--- src/rtl/garage_door_ctrl_v2_pkg.sv ---
// Shared definitions for the garage door controller.
//   state_e   : FSM states; the encoding is visible on state_o for status/debug
//   DIR_UP/DN : travel direction encoding used by last_dir / pend_dir
//   tmr_width : timer width large enough for the biggest terminal count,
//               plus one bit of headroom so the counter saturates harmlessly
package garage_door_ctrl_v2_pkg;

    typedef enum logic [2:0] {
        ST_SETTLE  = 3'd0,
        ST_CLOSED  = 3'd1,
        ST_OPEN    = 3'd2,
        ST_MV_UP   = 3'd3,
        ST_MV_DN   = 3'd4,
        ST_STOPPED = 3'd5,
        ST_PAUSE   = 3'd6,
        ST_FAULT   = 3'd7
    } state_e;

    localparam logic DIR_UP = 1'b0;
    localparam logic DIR_DN = 1'b1;

    function automatic int tmr_width(input int a, input int b, input int c);
        int m;
        m = a;
        if (b > m) m = b;
        if (c > m) m = c;
        return $clog2(m) + 1;
    endfunction

endpackage

--- src/rtl/garage_door_ctrl_v2_timer.sv ---
// gdc_timer: shared state-dwell counter.
//   clk, rst_n : clock, async active-low reset
//   clr        : synchronous clear (takes priority over counting)
//   count      : cycles since last clear, saturating at all-ones
module gdc_timer #(
    parameter int TMR_W = 8
) (
    input  logic             clk,
    input  logic             rst_n,
    input  logic             clr,
    output logic [TMR_W-1:0] count
);

    always_ff @(posedge clk or negedge rst_n) begin
        if (!rst_n)
            count <= '0;
        else if (clr)
            count <= '0;
        else if (count != {TMR_W{1'b1}})
            count <= count + 1'b1;
    end

endmodule

--- src/rtl/garage_door_ctrl_v2.sv ---
// garage_door_ctrl_v2: Moore FSM driving a garage door motor.
//   clk, rst_n         : clock, async active-low reset
//   activate           : push-button level (debounced); rising edge acts
//   up_max, down_max   : fully-open / fully-closed limit switches
//   obstruct           : beam-break, high = obstruction
//   fault_clr          : pulse, leaves FAULT
//   up_m, down_m       : motor enables (never both high)
//   fault              : high while in FAULT
//   state_o            : current state encoding
// Every direction start passes through PAUSE so the motor sees at least
// DEAD_CYC off cycles before it is driven again.
module garage_door_ctrl_v2
    import garage_door_ctrl_v2_pkg::*;
#(
    parameter int MOVE_TIMEOUT  = 4096,
    parameter int AUTOCLOSE_CYC = 0,
    parameter int DEAD_CYC      = 8
) (
    input  logic       clk,
    input  logic       rst_n,
    input  logic       activate,
    input  logic       up_max,
    input  logic       down_max,
    input  logic       obstruct,
    input  logic       fault_clr,
    output logic       up_m,
    output logic       down_m,
    output logic       fault,
    output logic [2:0] state_o
);

    localparam int TMR_W = tmr_width(MOVE_TIMEOUT, AUTOCLOSE_CYC, DEAD_CYC);

    localparam logic [TMR_W-1:0] MOVE_LAST = TMR_W'(MOVE_TIMEOUT - 1);
    localparam logic [TMR_W-1:0] DEAD_LAST = TMR_W'(DEAD_CYC - 1);
    localparam logic [TMR_W-1:0] AC_LAST   =
        (AUTOCLOSE_CYC == 0) ? '0 : TMR_W'(AUTOCLOSE_CYC - 1);
    localparam logic             AC_EN     = (AUTOCLOSE_CYC != 0);

    state_e           state, nxt;
    logic             act_q;
    logic             last_dir, last_nxt;
    logic             pend_dir, pend_nxt;
    logic             act_edge;
    logic             tmr_clr;
    logic [TMR_W-1:0] tmr;

    assign act_edge = activate & ~act_q;

    gdc_timer #(.TMR_W(TMR_W)) u_timer (
        .clk   (clk),
        .rst_n (rst_n),
        .clr   (tmr_clr),
        .count (tmr)
    );

    always_comb begin
        nxt      = state;
        pend_nxt = pend_dir;
        last_nxt = last_dir;

        // Both limits at once means a broken sensor: latch into FAULT.
        if (state != ST_FAULT && up_max && down_max) begin
            nxt = ST_FAULT;
        end else begin
            case (state)
                ST_SETTLE: begin
                    if (down_max)    nxt = ST_CLOSED;
                    else if (up_max) nxt = ST_OPEN;
                    else             nxt = ST_STOPPED;
                end
                ST_CLOSED: begin
                    if (act_edge) begin
                        nxt      = ST_PAUSE;
                        pend_nxt = DIR_UP;
                    end
                end
                ST_OPEN: begin
                    if (act_edge || (AC_EN && tmr == AC_LAST && !obstruct)) begin
                        nxt      = ST_PAUSE;
                        pend_nxt = DIR_DN;
                    end
                end
                ST_MV_UP: begin
                    if (up_max)                nxt = ST_OPEN;
                    else if (tmr == MOVE_LAST) nxt = ST_FAULT;
                    else if (act_edge)         nxt = ST_STOPPED;
                end
                ST_MV_DN: begin
                    if (down_max) begin
                        nxt = ST_CLOSED;
                    end else if (obstruct) begin
                        nxt      = ST_PAUSE;   // auto-reverse
                        pend_nxt = DIR_UP;
                    end else if (tmr == MOVE_LAST) begin
                        nxt = ST_FAULT;
                    end else if (act_edge) begin
                        nxt = ST_STOPPED;
                    end
                end
                ST_STOPPED: begin
                    if (act_edge) begin
                        nxt      = ST_PAUSE;
                        pend_nxt = ~last_dir;
                    end
                end
                ST_PAUSE: begin
                    if (tmr == DEAD_LAST) begin
                        if (pend_dir == DIR_UP) nxt = ST_MV_UP;
                        else if (!obstruct)     nxt = ST_MV_DN;
                        else                    nxt = ST_STOPPED;
                    end
                end
                ST_FAULT: begin
                    if (fault_clr) nxt = ST_SETTLE;
                end
                default: nxt = ST_FAULT;
            endcase
        end

        if (nxt == ST_MV_UP) last_nxt = DIR_UP;
        if (nxt == ST_MV_DN) last_nxt = DIR_DN;
    end

    // A beam across the opening holds the auto-close countdown at zero.
    assign tmr_clr = (nxt != state) || (state == ST_OPEN && obstruct);

    // Outputs are registered decodes of the next state, so they always
    // equal a decode of the current state (and of reset during reset).
    always_ff @(posedge clk or negedge rst_n) begin
        if (!rst_n) begin
            state    <= ST_SETTLE;
            act_q    <= 1'b0;
            last_dir <= DIR_UP;
            pend_dir <= DIR_UP;
            up_m     <= 1'b0;
            down_m   <= 1'b0;
            fault    <= 1'b0;
        end else begin
            state    <= nxt;
            act_q    <= activate;
            last_dir <= last_nxt;
            pend_dir <= pend_nxt;
            up_m     <= (nxt == ST_MV_UP);
            down_m   <= (nxt == ST_MV_DN);
            fault    <= (nxt == ST_FAULT);
        end
    end

    assign state_o = state;

endmodule
--- config.mk ---
export PLATFORM = sky130hd
export DESIGN_NAME = garage_door_ctrl_v2
export DESIGN_NICKNAME = d
export VERILOG_FILES = /design/src/rtl/garage_door_ctrl_v2_pkg.sv /design/src/rtl/garage_door_ctrl_v2_timer.sv /design/src/rtl/garage_door_ctrl_v2.sv
export SDC_FILE = /design/constraint.sdc
export NUM_CORES = 1
export LEC_CHECK = 0
export ABC_AREA = 1
export BUFFER_PORTS_ARGS = -buffer_cell sky130_fd_sc_hd__buf_4
export CAP_MARGIN = 30
export CORE_MARGIN = 2
export CORE_UTILIZATION = 37
export DETAILED_ROUTE_END_ITERATION = 16
export PLACE_DENSITY = 0.66
export SLEW_MARGIN = 0
export SYNTH_ARGS = -nofsm -noshare
export SYNTH_HDL_FRONTEND = slang
export SYNTH_SLANG_ARGS = --single-unit
--- constraint.sdc ---
create_clock -name clk -period 1.9 [get_ports clk]
set_input_delay 0.57 -clock clk [delete_from_list [all_inputs] [get_ports clk]]
set_output_delay 0.57 -clock clk [all_outputs]
set_load 0.1 [all_outputs]
==> run summary <==
The flow ran to the end, and the final reports show no timing, DRC or antenna violations. The routability congestion estimate came out at about 0.91. In this run the mean area of a mapped cell was ~7 um2. In this run the count of I/O pins placed on the die edge is 13. The final total negative setup slack came out at 0 ps.

The number of storage elements in the synthesis netlist is 22. The later pin in the worst-skew pair is clocked with a latency of around 260 ps. The length of the first detailed-routing pass in iterations is 4.

The maximum fanout count along the critical path is 8. The share of the synthesized area in the top cell type is 0.3897. The antenna violation net count after detailed routing is 0.

Walking the worst path, the cells encountered are ha_2, inv_2, nor2_2, nand2_2, nor2_4, nand3_2, a21oi_2, nand3_2, nand2_2, nand2_2, nand2_2, nand2_2, nand2_4, buf_8, nor2_2. The cell family contributing the most delay on the critical path is simple AND/OR/NAND/NOR gates. The via count of the first global-routing pass was roughly 1300. The number of distinct standard cells referenced by the synthesized netlist is 25. In the finished design, the share of the clock period the worst path needs comes to 0.9800. The kind of capture point of the worst setup path is a flip-flop. The total number of nets in the final design came out at roughly 250. The achievable frequency is between 500 and 600 MHz. The total net switching power came out at between 1 and 1.5 mW.

The ratio of cells with drive above 1 in the final layout came out at 0.3602. The largest net degree at the start of global routing came out at 23. The average routed wire per standard cell came out at around 11 um. The switching part of the total is 0.4931. The clock transition at the registers of the reported paths is roughly 80 ps. The clock buffer count from CTS came out at 3. The largest incremental delay on the critical path came out at about 370 ps.

The total area inside the core boundary comes to between 0.003 and 0.004 mm2. The worst setup path is launched from a flip-flop. The number of vias after detailed routing is about 1400.

The root buffer cell chosen for the clock tree is sky130_fd_sc_hd__clkbuf_8. The total overflow left after global routing is 0. The leakage power figure came out at between 0.9 and 1 nW.

The buffer depth of the longest clock path is 2. Data on the critical path is required at its endpoint by between 2000 and 2500 ps. Synthesis produced approximately 200 cells. The global-route wire length before repair is around 5.7 mm.

For this block, the initial DRC count from the detailed router was 65. Among the stages of the critical path, the cell type that occurs most often is sky130_fd_sc_hd__nand2_2. The share of total power dissipated in the clock network is 0.143.

The count of endpoints failing setup in the final report is 0. Measured along the y axis, the die boundary spans about 66 um. The internal power is between 1.5 and 2 mW.

The number of hold-repair buffers added at the cts stage is 0. Setup repair after global routing could not meet its margin everywhere. The total detailed-routing wirelength came out at roughly 3.3 mm. The post-route met1 wirelength is between 1.5 and 2 mm. The total power came out at approximately 3.0 mW. The actual slew at the worst max-slew pin came out at between 300 and 400 ps. The count of endpoints failing hold in the final timing report was 0.

Wire segments on met2 add up to 1.557 mm in the final route. The sink count of the clock tree came out at 22. The area of the mapped netlist is approximately 0.0014 mm2. The biggest area contributor in the post-synthesis netlist is sky130_fd_sc_hd__dfrtp_1. Leaving out fill and tap cells, the most frequent cells in the layout are sky130_fd_sc_hd__nand2_1, sky130_fd_sc_hd__buf_4, sky130_fd_sc_hd__inv_1. The sequential share of the synthesized area is 0.3897.

The combined buffer and inverter count along the critical path is 2. The post-detailed-route via-to-cell ratio came out at a little under 5. Yosys attributes the largest share of cell area to sky130_fd_sc_hd__dfrtp_1, sky130_fd_sc_hd__nand2_1, sky130_fd_sc_hd__nor2_1. The maximum resistive drop on vdd is approximately 0.9 mV. The initial utilization of the core area, before any placement, comes to 0.3859. The arrival time at the worst endpoint came out at approximately 2000 ps. At the placement stage, the worst setup path has a slack of -211.5 ps. Of the total power, registers draw 0.226.

The worst max-slew margin expressed relative to the limit came out at 0.7785. In this run the core area contains 22 standard-cell rows. The HPWL reported at the end of detailed placement is around 2.5 mm. The overall die width came out at between 60 and 70 um. The routed wire length on met3 came out at between 100 and 150 um.

The total inserted antenna cells is 0. The worst setup path is of the flip-flop to flip-flop kind. The CTS tree is done. The maximum clock skew at final layout came out at roughly 1.7 ps. Setup slack closes at between 30 and 40 ps. The count of H-tree levels built during CTS is 1. The power density over the cells is approximately 1600 mW/mm2.

In this run the worst hold path is classified as primary input to asynchronous set/reset pin. Among all stages on the critical path, the largest delay is contributed by sky130_fd_sc_hd__dfrtp_1. Counting every net in the synthesized netlist gives 210. The count of maximum capacitance violations came out at 0. The power share of the combinational group came out at 0.631. The initial antenna violation count is 0. The worst-case hold slack is around 180 ps. Routed signal wires occupy layers up through met4. The remaining routing DRC violations came out at 0.

The die covers ~0.0043 mm2. The number of max-slew violations in the final report is 0. Leaving out fill and tap cells, the most frequent cell in the layout is sky130_fd_sc_hd__nand2_1. The warning count from the yosys run came out at 0. Relative to the synthesized area, the layout overhead comes to 34.01%. For this run, the total global-route usage over all layers was measured as 0.1690. The final critical delay including setup and external delays is ~1900 ps. The number of port buffers came out at 12.
per-layer routing:
layer  GRT usage  up-vias
met1      0.2390      636
met3     0.01193        8
li1            -      706
met4     0.06510        0
met2      0.2689       33
met5           0        -
what timing repair did:
action / in CTS / in global routing
pin swaps: 8 / 8
setup buffers: 3 / 1
resized for setup: 10 / 24
setup endpoints to repair: 13 / 18
sequential cells by signal (all words and copies together), names as in the netlist:
register,count
act_q,1
u_timer.count,13
state_o,3
pend_dir,1
down_m,1
fault,1
up_m,1
last_dir,1
final timing paths:
path	cells after the start	start	to	slack (ps)
worst min register to register	4	last_dir$_DFFE_PN0P_	last_dir$_DFFE_PN0P_	570
max in group asynchronous	1	rst_n	state_o[2]$_DFF_PN0_	1480
worst max-delay path	15	u_timer.count[1]$_DFFE_PN0P_	u_timer.count[10]$_DFFE_PN0P_	40
min in group clk	1	activate	act_q$_DFF_PN0_	420
worst max register to register	15	u_timer.count[1]$_DFFE_PN0P_	u_timer.count[10]$_DFFE_PN0P_	40
worst min-delay path	1	rst_n	state_o[1]$_DFF_PN0_	180
synth_stat cells (all sizes together):
library cell,n
nor3,4
a21oi,5
nand3,27
inv,33
o21ai,9
mux2i,1
dfrtp,22
nor2,45
ha,1
or2,1
o211ai,1
buf,1
nand4,2
a31oi,1
nand2,40
xnor2,3
xor2,5
o31ai,1
final cells by class:
| class | instances | area [um2] |
|---|---|---|
| clock buffers | 3 | 41.29 |
| clock inverters | 1 | 30.03 |
| flip-flops and latches | 22 | 561.8 |
| well taps | 48 | 60.06 |
| fillers | 349 | 1768 |
| multi-input cells | 146 | 832.0 |
| repair buffers | 31 | 244.0 |
| inverters | 33 | 123.9 |
cells by family (layout without fill, tap and decap cells):
group / count (synthesis) / in the layout / synth area share
AOI/OAI and AO/OA: 17 / 17 / 0.06466
xor gates and xnor gates: 8 / 8 / 0.04960
adders and majority gates: 1 / 1 / 0.008856
and+or+nand+nor: 119 / 119 / 0.3844
DFF: 22 / 22 / 0.3897
buffers and inverters: 34 / 68 / 0.09566
muxes: 1 / 1 / 0.007086
power groups by stage:
| stage | Sequential [mW] | Clock, mW | Combinational [mW] |
|---|---|---|---|
| final | 0.687 | 0.435 | 1.92 |
| after global routing | 0.698 | 0.460 | 2.10 |
| after CTS | 0.682 | 0.446 | 1.75 |
| after global placement | 0.691 | 0 | 1.62 |
| after detailed placement | 0.687 | 0 | 1.62 |
| after floorplan | 1.02 | 0 | 0.788 |
stage by stage:
stage / cells / util / instance area, um2
detailed placement: 277 / 0.4597 / 1683
global placement: 277 / 0.4597 / 1683
global route: 284 / 0.5171 / 1893
finish: 284 / 0.5171 / 1893
floorplan: 202 / - / 1424
CTS: 284 / 0.4935 / 1807
(Power assumes the default switching activity.)
